===== config.mk =====
export PLATFORM = sky130hd
export DESIGN_NAME = writeback_queue
export DESIGN_NICKNAME = d
export VERILOG_FILES = /design/src/rtl/wbq_pkg.sv /design/src/rtl/wbq_match.sv /design/src/rtl/writeback_queue.sv
export SDC_FILE = /design/constraint.sdc
export NUM_CORES = 1
export LEC_CHECK = 0
export ABC_CLOCK_PERIOD_IN_PS = 5950
export CAP_MARGIN = 20
export CORE_MARGIN = 2
export CORE_UTILIZATION = 30
export DETAILED_ROUTE_END_ITERATION = 7
export SYNTH_ARGS = -nofsm -noshare
export SYNTH_HDL_FRONTEND = slang
export SYNTH_HIERARCHICAL = 1
export SYNTH_SLANG_ARGS = --single-unit

===== constraint.sdc =====
create_clock -name clk -period 5.95 [get_ports clk]
set_input_delay 0.595 -clock clk [delete_from_list [all_inputs] [get_ports clk]]
set_output_delay 0.595 -clock clk [all_outputs]
set_load 0.005 [all_outputs]

===== src/rtl/wbq_pkg.sv =====
// Shared defaults and entry layout for the writeback queue.
// Optional forwarding datapath is enabled by defining WBQ_FORWARD_EN.
package wbq_pkg;

  localparam int WBQ_ADDR_W = 5;
  localparam int WBQ_DATA_W = 32;

  typedef struct packed {
    logic [WBQ_ADDR_W-1:0] da;
    logic [WBQ_DATA_W-1:0] d;
  } wbq_entry_t;

endpackage


===== src/rtl/wbq_match.sv =====
// Occupancy-masked address compare over the queue slots, oldest to youngest.
// Returns youngest matching data only when WBQ_FORWARD_EN is defined.
module wbq_match
  import wbq_pkg::*;
#(
  parameter int DEPTH  = 4,
  parameter int ADDR_W = WBQ_ADDR_W,
  parameter int DATA_W = WBQ_DATA_W
) (
  input  logic [ADDR_W-1:0]             addr_i,
  input  logic [DEPTH-1:0][ADDR_W-1:0]  da_i,
`ifdef WBQ_FORWARD_EN
  input  logic [DEPTH-1:0][DATA_W-1:0]  d_i,
`endif
  input  logic [$clog2(DEPTH)-1:0]      head_i,
  input  logic [$clog2(DEPTH):0]        count_i,
  output logic                          hit_o,
  output logic [DATA_W-1:0]             data_o
);

  localparam int PTR_W = $clog2(DEPTH);
  localparam int CW    = PTR_W + 1;

  // Walk slots in age order so the last hit seen is the youngest.
  always_comb begin
    logic [PTR_W-1:0] idx;
    hit_o  = 1'b0;
    data_o = '0;
    idx    = '0;
    for (int k = 0; k < DEPTH; k++) begin
      idx = head_i + PTR_W'(k);
      if ((CW'(k) < count_i) && (addr_i != '0) && (da_i[idx] == addr_i)) begin
        hit_o = 1'b1;
`ifdef WBQ_FORWARD_EN
        data_o = d_i[idx];
`endif
      end
    end
  end

endmodule


===== src/rtl/writeback_queue.sv =====
// Pending register-write FIFO fed by a load and an ALU producer, draining one entry per cycle.
// Define WBQ_FORWARD_EN to enable youngest-entry forwarding on fwd_a/fwd_b.
module writeback_queue
  import wbq_pkg::*;
#(
  parameter int DEPTH  = 4,
  parameter int DATA_W = WBQ_DATA_W,
  parameter int ADDR_W = WBQ_ADDR_W
) (
  input  logic                     clk,
  input  logic                     rst_n,
  input  logic                     mem_valid,
  output logic                     mem_ready,
  input  logic [ADDR_W-1:0]        mem_da,
  input  logic [DATA_W-1:0]        mem_d,
  input  logic                     alu_valid,
  output logic                     alu_ready,
  input  logic [ADDR_W-1:0]        alu_da,
  input  logic [DATA_W-1:0]        alu_d,
  output logic                     rf_rw,
  output logic [ADDR_W-1:0]        rf_da,
  output logic [DATA_W-1:0]        rf_d,
  input  logic [ADDR_W-1:0]        aa,
  input  logic [ADDR_W-1:0]        ba,
  output logic                     hazard_a,
  output logic                     hazard_b,
  output logic                     fwd_a_hit,
  output logic [DATA_W-1:0]        fwd_a,
  output logic                     fwd_b_hit,
  output logic [DATA_W-1:0]        fwd_b,
  output logic [$clog2(DEPTH):0]   count
);

  localparam int PTR_W = $clog2(DEPTH);
  localparam int CW    = PTR_W + 1;

  // Same layout as wbq_entry_t, sized by this instance's parameters.
  typedef struct packed {
    logic [ADDR_W-1:0] da;
    logic [DATA_W-1:0] d;
  } entry_t;

  entry_t           ent_q [DEPTH];
  logic [PTR_W-1:0] head_q, head_d, tail_q, tail_d, alu_slot;
  logic [CW-1:0]    count_q, count_d, free;
  logic             mem_enq, alu_enq, pop;

  logic [DEPTH-1:0][ADDR_W-1:0] ent_da;
  logic                         hit_a, hit_b;
  logic [DATA_W-1:0]            match_d_a, match_d_b;
`ifdef WBQ_FORWARD_EN
  logic [DEPTH-1:0][DATA_W-1:0] ent_dv;
`endif

  // Free space ignores the same-cycle pop so acceptance never depends on draining.
  always_comb begin
    free      = CW'(DEPTH) - count_q;
    mem_ready = rst_n && (free != '0);
    alu_ready = rst_n && (mem_valid ? (free >= CW'(2)) : (free != '0));
    mem_enq   = mem_valid && mem_ready && (mem_da != '0);
    alu_enq   = alu_valid && alu_ready && (alu_da != '0);
    pop       = (count_q != '0);
    alu_slot  = tail_q + PTR_W'(mem_enq);
    head_d    = head_q + PTR_W'(pop);
    tail_d    = tail_q + PTR_W'(mem_enq) + PTR_W'(alu_enq);
    count_d   = count_q + CW'(mem_enq) + CW'(alu_enq) - CW'(pop);
  end

  always_ff @(posedge clk or negedge rst_n) begin
    if (!rst_n) begin
      head_q  <= '0;
      tail_q  <= '0;
      count_q <= '0;
    end else begin
      head_q  <= head_d;
      tail_q  <= tail_d;
      count_q <= count_d;
    end
  end

  // Entry storage carries no reset; occupancy alone decides validity.
  always_ff @(posedge clk) begin
    if (mem_enq) ent_q[tail_q]   <= '{da: mem_da, d: mem_d};
    if (alu_enq) ent_q[alu_slot] <= '{da: alu_da, d: alu_d};
  end

  always_comb begin
    rf_rw = pop;
    rf_da = pop ? ent_q[head_q].da : '0;
    rf_d  = pop ? ent_q[head_q].d  : '0;
    count = count_q;
  end

  always_comb begin
    for (int i = 0; i < DEPTH; i++) begin
      ent_da[i] = ent_q[i].da;
`ifdef WBQ_FORWARD_EN
      ent_dv[i] = ent_q[i].d;
`endif
    end
  end

  wbq_match #(.DEPTH(DEPTH), .ADDR_W(ADDR_W), .DATA_W(DATA_W)) u_match_a (
    .addr_i  (aa),
    .da_i    (ent_da),
`ifdef WBQ_FORWARD_EN
    .d_i     (ent_dv),
`endif
    .head_i  (head_q),
    .count_i (count_q),
    .hit_o   (hit_a),
    .data_o  (match_d_a)
  );

  wbq_match #(.DEPTH(DEPTH), .ADDR_W(ADDR_W), .DATA_W(DATA_W)) u_match_b (
    .addr_i  (ba),
    .da_i    (ent_da),
`ifdef WBQ_FORWARD_EN
    .d_i     (ent_dv),
`endif
    .head_i  (head_q),
    .count_i (count_q),
    .hit_o   (hit_b),
    .data_o  (match_d_b)
  );

  always_comb begin
    hazard_a = hit_a;
    hazard_b = hit_b;
    fwd_a    = match_d_a;
    fwd_b    = match_d_b;
`ifdef WBQ_FORWARD_EN
    fwd_a_hit = hit_a;
    fwd_b_hit = hit_b;
`else
    fwd_a_hit = 1'b0;
    fwd_b_hit = 1'b0;
`endif
  end

endmodule

==> impl_metrics.tcl <==
set metrics [dict create \
    grt_pass1_vias 6140 \
    cts.sinks 155 \
    clk_pin_slew_ps 60 \
    vdd_drop_max_v 0.000233 \
    die_area_um2 35400 \
    fin_skew_ps 4.98 \
    synth_top_area_cell "edfxtp_1" \
    gr-total-overflow 0 \
    fp-row-count 67 \
    critPathLaunchType "primary input" \
    drtPass1Iterations 5 \
    syn_area_per_cell_um2 15.8 \
    cts_resized 0 \
    hold_class "primary input to async pin" \
    dieHeight_um 188 \
    cp_max_fo 20 \
    start_util 0.304 \
    yosysUniqueCellTypes 42 \
    grt_max_degree 54 \
    p_per_area_nw_per_um2 445 \
    dp_hpwl_um 15900 \
    nets 859 \
    grt_use_total 0.135 \
    end_kind "register" \
    fillers 3162 \
    worst_pin_slew_ps 920 \
    seqCellArea_um2 4630 \
    ys_ff_latch 155 \
    seq_area_frac_synth 0.454 \
    via_count 5835 \
    cts_buffers 17 \
    crit_slowest_cell "or4_1" \
    yosysWarnings 6 \
    area_delta_synth_final_pct 21.0 \
    slew_headroom 0.387 \
    setup_tns_ps 0 \
    drtAntennaViolNets 0 \
    ys.flop_type "edfxtp_1" \
    cts_tree "built" \
    fin_crit_ps 4040 \
    outcome "finished clean" \
    final-max-slew-violation-count 0 \
    multi_input_area_um2 5040 \
    crit_chain "clkdlybuf4s50_1 > or4_1 > o211ai_1 > inv_1 > ha_1 > xnor2_2 > nand2_1 > nor3_4 > buf_4 > mux2_2" \
    ys_top_cells_by_area "edfxtp_1 (44%), mux4_2 (17%), mux2_4 (8.4%)" \
    htreeDepth 4 \
    postCtsHoldBufs 0 \
    synthArstFlopShare 0.0452 \
    drtIter0Drc 329 \
    min_period_over_period 0.679 \
    rsz0062_at_grt "no" \
    leakage_nw 4.20 \
    gp_congestion 0.785 \
    pin_count 199 \
    hold_viol 0 \
    portBuffers 132 \
    synth_area_um2 10200 \
    grt_pass1_wl_um 36000 \
    critPathKind "primary input to register" \
    dieWidth_um 188 \
    syn_inst 645 \
    synth_edf_count 148 \
    final_cell_mix "edfxtp_1 (148), clkdlybuf4s50_1 (132), mux4_2 (77)" \
    drt_wl_total_um 23400 \
    core_region_area_um2 33400 \
    fmax_mhz 248 \
    drive_gt1_frac 0.339 \
    whs_ps 468 \
    worstPathRequired_ps 6120 \
    cts_root_buf "clkbuf_16" \
    final_common_cell "edfxtp_1" \
    maxCapViolCount 0 \
    vias_per_cell 4.76 \
    cpPeakStageDelay_ps 560 \
    cts_setup_buffers 0 \
    yosysTopAreaCellShare 0.437 \
    cts.path.max_buffers 2 \
    antenna_found_initial 3 \
    critPathArrivalTime_ps 4210 \
    finalSetupViolCount 0 \
    routedWlPerCell_um 19.1 \
    clock_latency_ps 430 \
    drc 0 \
]
[metrics by stage]
step / total power, mW / instances / utilization / area, µm² / worst slack (ps)
after floorplan: 3.45 / 708 / - / 10400 / 1560
after global placement: 4.38 / 1189 / 0.349 / 11700 / 1530
after detailed placement: 4.41 / 1189 / 0.349 / 11700 / 1450
after CTS: 5.55 / 1221 / 0.367 / 12300 / 1870
after global routing: 5.79 / 1224 / 0.368 / 12300 / 1650
final: 5.47 / 1225 / 0.368 / 12300 / 1910
[cells in the mapped netlist, types with 2 or more instances]
cell	n
buf_6	9
buf_4	68
mux4_2	77
mux2_4	57
nand2_1	4
edfxtp_1	148
nand4bb_1	3
xnor2_1	25
and2_1	37
dfrtp_1	7
nor2_1	6
buf_2	16
nor4_1	4
clkbuf_1	18
nor4b_2	2
mux2_2	75
ha_1	8
nor3_1	3
nor4b_1	2
fa_1	2
o2111ai_1	2
nand4_1	6
xor2_1	19
o311ai_0	2
inv_1	10
a21oi_1	2
mux2_1	16
conb_1	3
[logic make-up after synthesis]
logic type               after synthesis  share of synthesized area
AO/OA/AOI/OAI                         11                    0.00898
XOR/XNOR                              45                     0.0395
adder cells (fa/ha/maj)               10                     0.0138
buffers and inverters                121                     0.0783
flip-flops                           155                      0.454
multiplexers                         225                      0.355
other                                  3                    0.00111
AND/OR/NAND/NOR                       75                     0.0491
[layer usage]
metal | vias to the layer above | share of wire | routed length, µm | GRT usage
met2 | 212 | 0.51 | 11900 | 0.236
met5 | - | 0.00056 | 13 | 0
met4 | 2 | 0.022 | 521 | 0.0518
met3 | 30 | 0.052 | 1210 | 0.0211
li1 | 2605 | - | - | -
met1 | 2986 | 0.42 | 9790 | 0.167
[sequential cells by signal, summed over array words and instances (netlist names)]
signal / flops
ent_q: 148
count: 3
head_q: 2
tail_q: 2
[report_power, final]
group / switching, mW / leakage (nW) / total [mW] / internal, mW
clock: 0.428 / 0.290 / 1.13 / 0.697
combinational: 1.02 / 2.47 / 2.53 / 1.51
sequential: 0.302 / 1.43 / 1.82 / 1.52
total: 1.75 / 4.20 / 5.47 / 3.73
[final timing paths]
kind,start,end,slack (ps),cells after the start
worst max-delay path,mem_da[1],ent_q[1][1],1910,10
worst min-delay path,rst_n,tail_q[1],470,1
worst max register to register,count[1],ent_q[1][1],1970,12
worst min register to register,count[1],count[2],850,2
max in group asynchronous,rst_n,head_q[1],5160,1
min in group clk,count[1],count[2],850,2
[critical path, delay by kind of cell]
kind | cells | cell delay [ps]
compound gates | 1 | 350
fa+ha+maj | 1 | 240
mux | 1 | 380
buf+inv | 3 | 1020
xor+xnor | 1 | 400
simple gates | 3 | 1210
[final cells by class]
| cell class | instances | share of cell area |
|---|---|---|
| sequential | 155 | 0.376 |
| tap | 448 | 0.0455 |
| antenna | 3 | 0.000610 |
| clock buffer | 19 | 0.0352 |
| inverter | 10 | 0.00305 |
| multi-input combinational | 432 | 0.409 |
| clock inverter | 13 | 0.0141 |
| timing repair buffer | 145 | 0.116 |
Note: power is estimated with default switching activity, not from simulation.
